## config.mk

```make
export PLATFORM = sky130hd
export DESIGN_NAME = ttl_74148_irq_enc
export DESIGN_NICKNAME = d
export VERILOG_FILES = /design/src/rtl/ttl_irq_enc_pkg.sv /design/src/rtl/ttl_74148_nodly.sv /design/src/rtl/ttl_74148_irq_enc.sv
export SDC_FILE = /design/constraint.sdc
export NUM_CORES = 1
export LEC_CHECK = 0
export ABC_AREA = 1
export CAP_MARGIN = 20
export CORE_MARGIN = 1.5
export CORE_UTILIZATION = 44
export CTS_CLUSTER_DIAMETER = 40
export DETAILED_ROUTE_END_ITERATION = 8
export MAX_ROUTING_LAYER = met4
export PLACE_DENSITY = 0.82
export REMOVE_ABC_BUFFERS = 1
export SYNTH_ARGS = -nofsm -noshare
export SYNTH_HDL_FRONTEND = slang
export SYNTH_SLANG_ARGS = --single-unit
```

## constraint.sdc

```tcl
create_clock -name clk -period 1.3 [get_ports clk]
set_input_delay 0.195 -clock clk [delete_from_list [all_inputs] [get_ports clk]]
set_output_delay 0.195 -clock clk [all_outputs]
set_load 0.05 [all_outputs]
```

## src/rtl/ttl_irq_enc_pkg.sv

```systemverilog
// rtl/ttl_irq_enc_pkg.sv - shared constants, types and priority helper for the 74148-style IRQ encoder
//
// Contents:
//   NREQ       number of request lines (8, 74148 width)
//   CODE_W     encoded index width (3)
//   CODE_IDLE  code_n value when nothing is encoded
//   prio_t     {found, idx} result of a priority search
//   prio_find  highest set bit of an active-high vector
package ttl_irq_enc_pkg;

    localparam int NREQ   = 8;
    localparam int CODE_W = 3;

    localparam logic [CODE_W-1:0] CODE_IDLE = 3'b111;

    typedef struct packed {
        logic              found;
        logic [CODE_W-1:0] idx;
    } prio_t;

    // Ascending scan: a later (higher) set bit overwrites an earlier one,
    // so the highest index wins.
    function automatic prio_t prio_find(input logic [NREQ-1:0] v);
        prio_t r;
        r.found = 1'b0;
        r.idx   = '0;
        for (int i = 0; i < NREQ; i++) begin
            if (v[i]) begin
                r.found = 1'b1;
                r.idx   = CODE_W'(i);
            end
        end
        return r;
    endfunction

endpackage

```

## src/rtl/ttl_74148_nodly.sv

```systemverilog
// rtl/ttl_74148_nodly.sv - combinational 8-to-3 priority encoder in 74148 polarity
//
// Ports:
//   i_n   in  [7:0]  active-low inputs, bit 7 highest priority
//   ei_n  in         enable input; 1 forces all outputs high
//   a_n   out [2:0]  inverted index of highest active input
//   gs_n  out        0 when ei_n=0 and any input active
//   eo_n  out        0 when ei_n=0 and no input active (cascade)
module ttl_74148_nodly
    import ttl_irq_enc_pkg::*;
(
    input  logic [NREQ-1:0]   i_n,
    input  logic              ei_n,
    output logic [CODE_W-1:0] a_n,
    output logic              gs_n,
    output logic              eo_n
);

    prio_t hit;

    always_comb begin
        hit  = prio_find(~i_n);
        a_n  = CODE_IDLE;
        gs_n = 1'b1;
        eo_n = 1'b1;
        if (!ei_n) begin
            if (hit.found) begin
                a_n  = ~hit.idx;
                gs_n = 1'b0;
            end else begin
                eo_n = 1'b0;
            end
        end
    end

endmodule

```

## src/rtl/ttl_74148_irq_enc.sv

```systemverilog
// rtl/ttl_74148_irq_enc.sv - registered 8-to-3 priority IRQ encoder with latched falling-edge requests
//
// Build option: TTL_IRQ_ENC_SYNC_EN adds a 2-flop synchronizer on req_n
// (needed when request sources are asynchronous to clk).
//
// Ports:
//   clk      in         system clock
//   reset_n  in         asynchronous active-low reset
//   req_n    in  [7:0]  active-low request strobes, falling edge latches pending
//   mask     in  [7:0]  1 = line takes part in encoding
//   ei_n     in         enable; 1 idles all encoder outputs
//   ack      in         clears the pending bit currently shown on code_n
//   code_n   out [2:0]  inverted index of highest unmasked pending line
//   gs_n     out        0 when code_n is valid
//   eo_n     out        0 when enabled and nothing unmasked is pending
//   irq_n    out        interrupt, low while gs_n is low
//   pending  out [7:0]  raw pending register
module ttl_74148_irq_enc
    import ttl_irq_enc_pkg::*;
#(
    parameter int              NREQ     = 8,
    parameter logic [NREQ-1:0] PEND_RST = 8'h00
) (
    input  logic              clk,
    input  logic              reset_n,
    input  logic [NREQ-1:0]   req_n,
    input  logic [NREQ-1:0]   mask,
    input  logic              ei_n,
    input  logic              ack,
    output logic [CODE_W-1:0] code_n,
    output logic              gs_n,
    output logic              eo_n,
    output logic              irq_n,
    output logic [NREQ-1:0]   pending
);

    logic [NREQ-1:0]   samp;
    logic [NREQ-1:0]   samp_prev;
    logic [NREQ-1:0]   edge_det;
    logic [NREQ-1:0]   clr;
    logic [NREQ-1:0]   pend_nxt;
    logic [CODE_W-1:0] enc_code_n;
    logic              enc_gs_n;
    logic              enc_eo_n;

`ifdef TTL_IRQ_ENC_SYNC_EN
    logic [NREQ-1:0] sync1;
    logic [NREQ-1:0] sync2;

    // Reset high so that no edge is invented while leaving reset.
    always_ff @(posedge clk or negedge reset_n) begin
        if (!reset_n) begin
            sync1 <= '1;
            sync2 <= '1;
        end else begin
            sync1 <= req_n;
            sync2 <= sync1;
        end
    end

    assign samp = sync2;
`else
    assign samp = req_n;
`endif

    // Previous sample resets high: a line already low at reset release
    // is treated as a fresh request.
    always_ff @(posedge clk or negedge reset_n) begin
        if (!reset_n) begin
            samp_prev <= '1;
        end else begin
            samp_prev <= samp;
        end
    end

    assign edge_det = samp_prev & ~samp;

    // Ack acts on the registered code, so a held ack hits each line once
    // and then idles a cycle while the outputs catch up.
    always_comb begin
        clr = '0;
        if (ack && !gs_n) begin
            clr[~code_n] = 1'b1;
        end
    end

    // Set after clear: a new edge on the line being acknowledged survives.
    assign pend_nxt = (pending & ~clr) | edge_det;

    always_ff @(posedge clk or negedge reset_n) begin
        if (!reset_n) begin
            pending <= PEND_RST;
        end else begin
            pending <= pend_nxt;
        end
    end

    ttl_74148_nodly u_enc (
        .i_n  (~(pending & mask)),
        .ei_n (ei_n),
        .a_n  (enc_code_n),
        .gs_n (enc_gs_n),
        .eo_n (enc_eo_n)
    );

    always_ff @(posedge clk or negedge reset_n) begin
        if (!reset_n) begin
            code_n <= CODE_IDLE;
            gs_n   <= 1'b1;
            eo_n   <= 1'b1;
            irq_n  <= 1'b1;
        end else begin
            code_n <= enc_code_n;
            gs_n   <= enc_gs_n;
            eo_n   <= enc_eo_n;
            irq_n  <= enc_gs_n;
        end
    end

endmodule

```

---- Word level (Yosys, flattened, before mapping) ----
Index checks and enable logic that the tools add are counted.
storage, ports and cells
  bits in registers ....................... 21
  bits in latches ......................... 0
  memory bits (writable) .................. 0
  ROM bits ................................ 0
  output and inout port bits .............. 14
  word-level logic and storage cells ...... 37
  memories ................................ 0
operators by class
  add/sub/neg operators ................... 0
  multiply operators ...................... 0
  divide/modulo/power cells ............... 0
  $lt $le $gt $ge ......................... 2
  equal/unequal tests ..................... 0
  shift operators ......................... 0
  muxes and demuxes ....................... 17
  bitwise logic cells ..................... 10
  reductions and logical operators ........ 3
operators by type and width
  kind                                                               number
  2-to-1 mux 4 bit                                                   8
  inverter 8 bit                                                     4
  bitwise AND 8 bit                                                  3
  2-to-1 mux 8 bit                                                   1
  OR 8 bit                                                           1
  2-to-1 mux 3 bit                                                   2
  inverter 3 bit                                                     2
  2-to-1 mux 1 bit                                                   5
  less-than comparator 3 x 4 -> 1 bit, second input constant         1
  demux 1 bit (select 3 bit)                                         1
  greater-or-equal comparator 3 x 1 -> 1 bit, second input constant  1
  logical AND 1 bit                                                  2
  logical NOT 1 bit                                                  1

---- Longest topological paths before layout ----
Gate-level depths: netlist of run 1.
  depth after elaboration ................. 14
  mapped depth ............................ 9

---- Hierarchy ----
Synthesis of run 1 repeated with hierarchy kept, for this count alone.
unflattened totals
  cells, all modules ...................... 101
  area, all modules ....................... 878.3 um^2
modules (own cells, without submodules)
  module             times used  cells each  area each (um^2)  sequential area each (um^2)
  ttl_74148_irq_enc  1           81          788.3             541.8
  ttl_74148_nodly    1           20          90.1              0.0

---- Worst setup path before layout of run 1 ----
Ideal clock, no wire load.
  path type ............................... flip-flop to flip-flop
  start ................................... reg pending[1]
  end ..................................... reg code_n[0]
  library setup time ...................... 0.078 ns
  data arrival time ....................... 1.114 ns
  setup slack ............................. 0.108 ns
  stages on the path, launching flop included .. 10
  buffers on the path ..................... 0
  clock period less this slack ............ 1.192 ns
  cells stage by stage .................... dfrtp_1 nand2_1 inv_2 nand2_1 nand2_1 nand2_1 nand2_1 nand2_1 nand2_1 nand2_1
between the ends
  cells in the longest elaborated chain, start to end .. 13
RTL lines
  item                               line                      text
  start, declared                    ttl_74148_irq_enc.sv:34   output logic [NREQ-1:0] pending
  start signal, assigned             ttl_74148_irq_enc.sv:94   pending <= pend_nxt;
  bitwise AND 8 bit (*)              ttl_74148_irq_enc.sv:99   .i_n (~(pending & mask)),
  inverter 8 bit (*)                 ttl_74148_irq_enc.sv:99
  inverter 8 bit (*)                 ttl_74148_nodly.sv:22     hit = prio_find(~i_n);
  2-to-1 mux 4 bit (*) (7 in a row)  ttl_irq_enc_pkg.sv:28     if (v[i]) begin
  inverter 3 bit                     ttl_74148_nodly.sv:28     a_n = ~hit.idx;
  2-to-1 mux 3 bit (*)               ttl_74148_nodly.sv:27     if (hit.found) begin
  2-to-1 mux 3 bit (*)               ttl_74148_nodly.sv:26     if (!ei_n) begin
  net enc_code_n[0]                  ttl_74148_irq_enc.sv:42   logic [CODE_W-1:0] enc_code_n;
  end signal, assigned               ttl_74148_irq_enc.sv:113  code_n <= enc_code_n;
  end, declared                      ttl_74148_irq_enc.sv:30   output logic [CODE_W-1:0] code_n,
The timed path passes the listed nets; every way through them passes the cells marked *.

---- Worst setup path in the final report of run 1 ----
  start ................................... reg irq_n
  end ..................................... out irq_n
RTL lines
  item                    line                      text
  start, declared         ttl_74148_irq_enc.sv:33   output logic irq_n,
  start signal, assigned  ttl_74148_irq_enc.sv:116  irq_n <= enc_gs_n;
No word-level cell between the ends.

==> results.ini, run 1 <==
[status]
outcome = finished clean

[place]
dp.cells = 142
io_buffers = 33
routabilityCongestion = 0.7738
dp_hpwl_um = 1441

[drt]
drt-pass1-iter-count = 4
drtAntennaViolNets = 0
viasPerCell = 4.822
drt_drc_violations_left = 0
routed_wirelength_um = 1735
wl_per_cell_um = 11.88
vias = 704
drt_iter0_drc = 14

[floorplan]
fp-row-count = 15
fp.dieArea_um2 = 2140
die_h_um = 46.26
top_level_ports = 34
die_x_um = 46.26
start_util_pct = 47.17
core_um2 = 1745

[job]
maxCapViolations = 0

[power]
ir_drop_mv = 0.8028
powerDensity_nw_per_um2 = 1087
p_leak_nw = 0.6205

[worst_setup_path]
end_kind = primary output
r2r_end = pending[2]
path_buf_inv = 1
cp_top_family = flip-flops
cp.required_ns = 1.11
path_depth = 1
cp_slowest_cell = dfstp_2
reg2reg_from = code_n[0]
cp_slowest_stage_delay_ns = 0.62
path_cells = buf_12
startpoint = irq_n
worstPathArrival_ns = 1.06
worstSetupPathType = reg -> out
crit_fanout = 3
r2r_slack_ns = 0.20
reg2regPathDepth = 3
endpoint = irq_n
crit_path_start_kind = flop

[global_route]
grt_pass1_vias = 686
grt_overflow_total = 0
grt_max_degree = 22
grt_antenna_before_repair = 0
track_usage_pct = 19.02
grt_pass1_wl_um = 2760

[timing]
setup_viol = 0
maxSlewViolCount = 0
finalHoldViolations = 0
tightest_slew_ns = 0.2512
max_clock_freq_mhz = 798.9
relSlewSlack_pct = 83.25
skew_ns = 0.004465
tns_ns = 0
rsz0062_at_grt = false
post-route-min-period_ns = 1.252
fin_crit_sh_pct = 96.29

[clock_tree]
cts_hold_buf = 0
htree_levels = 1
cts_root_buf = clkbuf_4
post_cts.repair.setup_buffers = 0
cts_resized = 0
cts_sinks = 21
clock_path_buffers = 2
cts_inserted_buffers = 3
clk_pin_slew_ns = 0.11
cts_tree = yes
clkLatencyLatePin_ns = 0.29

[yosys]
syn_area_um2 = 823.3
synth_compound_area_share_pct = 13.07
synth_top_family_by_area = simple AND/OR/NAND/NOR gates
synth_area_leaders = dfstp_2 41%, dfrtp_1 24%, nand2_1 10%
synth_cell_type_count = 14
synth_mux_area_share_pct = 0
yosysSeqAreaShare_pct = 65.81
synth_fa_ha_area_share_pct = 0
synthSimpleGateAreaFrac_pct = 13.83
syn-instance-count = 84
synth-xor-area-share_pct = 0
postSynthAreaPerCell_um2 = 9.801
synth.top_cell.area_share_pct = 41.49
ys_seq_elements = 21
synth_top_cell_by_area = dfstp_2
yosysWarnings = 0

[finish]
fin_cells = 146
syn_to_final_growth_pct = 64.13
utilization_pct = 77.42
nFillCells = 111
antenna_cells = 0
multiInputGateArea_um2 = 221.5
drive_gt1_share_pct = 29.75
fin_nets = 142
seqCellArea_um2 = 541.8

[hold_path]
hp-class = in -> async

## worst register-to-register path, stage by stage (launching register included)
cell and delay (ns):
dfstp_2 0.58, nand2_1 0.12, o21ai_0 0.20, o21ai_1 0.10
## state kept, by name, summed over array words and instances (netlist names)
signal     count
code_n         3
irq_n          1
eo_n           1
samp_prev      8
pending        8
## cells by family after synthesis
family	count (synthesis)
AOI/OAI and AO/OA	20
buffers and inverters	15
DFF	21
and+or+nand+nor	28
## layer usage
metal,up-vias,track usage [%],routed length [um]
met4,0,8.571,18
li1,336,-,-
met5,-,-,0
met1,342,21.12,684
met2,24,33.61,969
met3,2,2.353,62
## final cells by class
type                            count  share of cell area [%]
Sequential cell                    21                   40.09
Timing Repair Buffer               34                   35.37
Multi-Input combinational cell     48                   16.39
Inverter                           14                   3.889
Tap cell                           25                   2.315
Clock buffer                        4                   1.944
## how the worst min path moves through the flow
stage / startpoint / end / slack (ns) / cells after the start
after floorplan: reset_n / pending[0] / -0.10 / 0
after global placement: samp_prev[6] / pending[6] / 0.48 / 2
after detailed placement: samp_prev[4] / pending[4] / 0.48 / 2
after CTS: reset_n / pending[4] / 0.23 / 2
after global routing: reset_n / pending[0] / 0.25 / 2
final: reset_n / pending[1] / 0.22 / 2
## metrics by stage
stage / power [mW] / worst slack (ns) / cell area [um2] / hold slack (ns)
after floorplan: 0.9354 / 0.03616 / 815.8 / -0.1006
after global placement: 1.175 / 0.01262 / 1325 / 0.4751
after detailed placement: 1.185 / -0.06164 / 1325 / 0.4809
after CTS: 1.483 / 0.03176 / 1351 / 0.2267
after global routing: 1.539 / 0.004596 / 1351 / 0.2458
final: 1.469 / 0.04828 / 1351 / 0.2209
## cells in the final DEF, fill, tap and decap left out, types with 2 or more instances in the layout
master / n
buf_12: 14
clkbuf_4: 3
clkdlybuf4s50_1: 19
dfrtp_1: 8
dfstp_2: 13
inv_1: 13
nand2_1: 23
nand2_2: 2
o21ai_0: 10
o21ai_1: 8
## synthesized netlist by cell type
master	instances
buf_4	1
a21oi_1	1
nand3_1	1
nor2_2	1
inv_2	1
dfrtp_1	8
nand2_1	23
a211oi_2	1
nor2_1	1
dfstp_2	13
o21ai_1	8
o21ai_0	10
nand2_2	2
inv_1	13
## report_power, final
| group | switching [mW] | internal [mW] |
|---|---|---|
| clock network | 0.178 | 0.119 |
| logic | 0.207 | 0.202 |
| registers | 0.0486 | 0.714 |
Power figures use the tool's default switching activity.
==> run 2: changes to the inputs <==
Settings changed: SKIP_LAST_GASP set to 1.
==> results of run 2 <==
The final DEF is identical to that of run 1; final timing and power are the same.
==> run 3: changes to the inputs <==
Settings changed: ABC_AREA 1 to 0.
==> run 3 against run 2 <==
Compared with the run above: global-route usage grew 6.2 points; worst hold slack lost 0.011 ns; via count grew 5.5%; design area grew 5.7%; wire length grew 35%; critical endpoint is now gs_n; largest cell class is now non-clock buffers; the run now ends with negative setup slack left; combinational power grew 15%; sequential share of layout area shrank 2.2 points; area after synthesis is the same.
==> results.ini, run 3 <==
[yosys]
ys_seq_elements = 21  ; unchanged
synth.top_cell.area_share_pct = 41.49  ; unchanged
yosys_most_used_dff = dfstp_2  ; unchanged
synth_cell_type_count = 19  ; was 14
synth-async-reset-ratio_pct = 100.0  ; unchanged
yosysSeqAreaShare_pct = 65.81  ; unchanged
syn_area_um2 = 823.3  ; unchanged
synth_area_leaders = dfstp_2 41%, dfrtp_1 24%, o21ai_1 6.7%  ; was dfstp_2 41%, dfrtp_1 24%, nand2_1 10%
syn-instance-count = 70  ; was 84
synth_top_cell_by_area = dfstp_2  ; unchanged
yosysWarnings = 0  ; unchanged
yosysMostFrequentCell = dfstp_2  ; was nand2_1
postSynthAreaPerCell_um2 = 11.76  ; was 9.801 um2
synth_edf_count = 0  ; unchanged
synth_commonest_cells = 13 x dfstp_2, 11 x o21ai_1, 8 x dfrtp_1, 8 x inv_1, 5 x nand2_1  ; was 23 x nand2_1, 13 x dfstp_2, 13 x inv_1, 10 x o21ai_0

[power]
ir_drop_mv = 0.8648  ; was 0.8028 mV
p_leak_nw = 0.6148  ; was 0.6205 nW
powerDensity_nw_per_um2 = 1083  ; was 1087 nW/um2
power_mw = 1.547  ; was 1.469 mW

[timing]
fin_ws_ns = -0.02054  ; was 0.04828 ns
rsz0062_at_grt = true  ; was false
max_clock_freq_mhz = 757.3  ; was 798.9 MHz
skew_ns = 0.002202  ; was 0.004465 ns
tns_ns = -0.03998  ; was 0 ns
finalHoldViolations = 0  ; unchanged
tightest_slew_ns = 0.2753  ; was 0.2512 ns
fin_crit_sh_pct = 101.6  ; was 96.29%
setup_viol = 2  ; was 0
relSlewSlack_pct = 81.65  ; was 83.25%
post-route-min-period_ns = 1.321  ; was 1.252 ns
maxSlewViolCount = 0  ; unchanged

[global_route]
grt_antenna_before_repair = 0  ; unchanged
grt_pass1_vias = 782  ; was 686
track_usage_pct = 25.21  ; was 19.02%
grt_max_degree = 22  ; unchanged
grt_pass1_wl_um = 3484  ; was 2760 um
grt_overflow_total = 0  ; unchanged

[drt]
vias = 743  ; was 704
drt_iter0_drc = 27  ; was 14
drt-pass1-iter-count = 4  ; unchanged
drtAntennaViolNets = 0  ; unchanged
routed_wirelength_um = 2343  ; was 1735 um
drt_drc_violations_left = 0  ; unchanged
viasPerCell = 5.270  ; was 4.822
wl_per_cell_um = 16.62  ; was 11.88 um

[place]
placed_cell_area_um2 = 1378  ; was 1325 um2
routabilityCongestion = 0.8237  ; was 0.7738
io_buffers = 33  ; unchanged
dp.cells = 135  ; was 142
dp_hpwl_um = 1713  ; was 1441 um

[floorplan]
top_level_ports = 34  ; unchanged
fp-row-count = 15  ; unchanged
die_h_um = 46.26  ; unchanged
die_x_um = 46.26  ; unchanged
core_um2 = 1745  ; unchanged
start_util_pct = 47.17  ; unchanged
fp.dieArea_um2 = 2140  ; unchanged

[worst_setup_path]
cp.required_ns = 1.11  ; about the same
worstPathArrival_ns = 1.13  ; was 1.06 ns
crit_fanout = 3  ; unchanged
end_kind = primary output  ; unchanged
r2r_slack_ns = 0.06  ; was 0.20 ns
worstSetupPathType = reg -> out  ; unchanged
crit_path_start_kind = flop  ; unchanged

[job]
maxCapViolations = 0  ; unchanged

[finish]
design_area_um2 = 1429  ; was 1351 um2
utilization_pct = 81.86  ; was 77.42%
fin_cells = 141  ; was 146
fin_nets = 137  ; was 142
syn_to_final_growth_pct = 73.56  ; was 64.13%
final_cell_mix = 19 x clkdlybuf4s50_1, 14 x buf_12, 13 x dfstp_2  ; was 23 x nand2_1, 19 x clkdlybuf4s50_1, 14 x buf_12
largest_registers = pending x8, samp_prev x8, code_n x3  ; unchanged
layout_commonest_cell = clkdlybuf4s50_1  ; was nand2_1
drive_gt1_share_pct = 38.79  ; was 29.75%
antenna_cells = 0  ; unchanged

[clock_tree]
cts_sinks = 21  ; unchanged
cts_root_buf = clkbuf_4  ; unchanged
cts_inserted_buffers = 3  ; unchanged
clkLatencyLatePin_ns = 0.31  ; was 0.29 ns
htree_levels = 1  ; unchanged
cts_tree = yes  ; unchanged
clk_pin_slew_ns = 0.12  ; was 0.11 ns
clock_path_buffers = 2  ; unchanged
cts_hold_buf = 0  ; unchanged

[status]
outcome = finished with violations  ; was finished clean
violations = negative setup slack

[hold_path]
hp-class = in -> async  ; unchanged

==> run 3: cell count changes in the layout (fill, tap and decap cells not counted), moves of 3 or more <==
| cell | before | now |
|---|---|---|
| inv_1 | 13 | 8 |
| o21ai_0 | 10 | 4 |
| nand2_1 | 23 | 5 |
| o21ai_1 | 8 | 11 |
| buf_4 | 1 | 9 |
| nand2b_1 | 0 | 3 |
==> run 3: kinds of logic after synthesis <==
family	Yosys count	synth area share [%]
buffers and inverters	9	4.560
AND/OR/NAND/NOR	16	11.70
flip-flops	21	65.81
AO/OA/AOI/OAI	24	17.93
==> run 3: routing by layer <==
layer  track usage, %  vias up  part of all wire (%)  wire (um)
li1                 -      333                     -          -
met1            26.28      376                    37        874
met2            43.89       28                    57       1342
met3            4.314        6                   3.8         88
met4            14.86        0                   1.6         37
met5                -        -                     0          0
==> run 3: critical path, cell delays in order (launching register included) <==
cell	delay (ns)
dfstp_2	0.57
buf_6	0.12
buf_12	0.13
==> run 3: power breakdown <==
group	switching, mW	internal (mW)
clock	0.203	0.115
combinational	0.233	0.237
sequential	0.0448	0.715
==> run 3: area by class of cell <==
class                      instances  area [um2]
clock buffer                       3       22.52
multi-input combinational         40       249.0
tap                               25       31.28
clock inverter                     1       5.005
sequential                        21       541.8
fill                             108       316.6
timing repair buffer              43       549.3
inverter                           8       30.03
==> run 3: final timing paths <==
kind,cells after the start,start,to
worst max-delay path,2,irq_n,gs_n
worst min register to register,2,samp_prev[6],pending[6]
max in group asynchronous,2,reset_n,samp_prev[6]
min in group clk,1,req_n[6],samp_prev[6]
worst max register to register,3,irq_n,pending[7]
worst min-delay path,2,reset_n,pending[4]
==> run 3: what timing repair did <==
action,in CTS,in global routing
setup endpoints to repair,2,5
endpoints found under the hold margin,0,0
gates resized for setup,1,1
setup buffers,0,2
==> run 3: metrics by stage <==
stage	hold WS [ns]	setup slack, ns
CTS	0.2190	-0.03034
finish	0.2103	-0.02054
detailed placement	0.4853	-0.2085
global placement	0.4754	-0.1796
global route	0.2308	-0.05585
floorplan	-0.1006	-0.07233
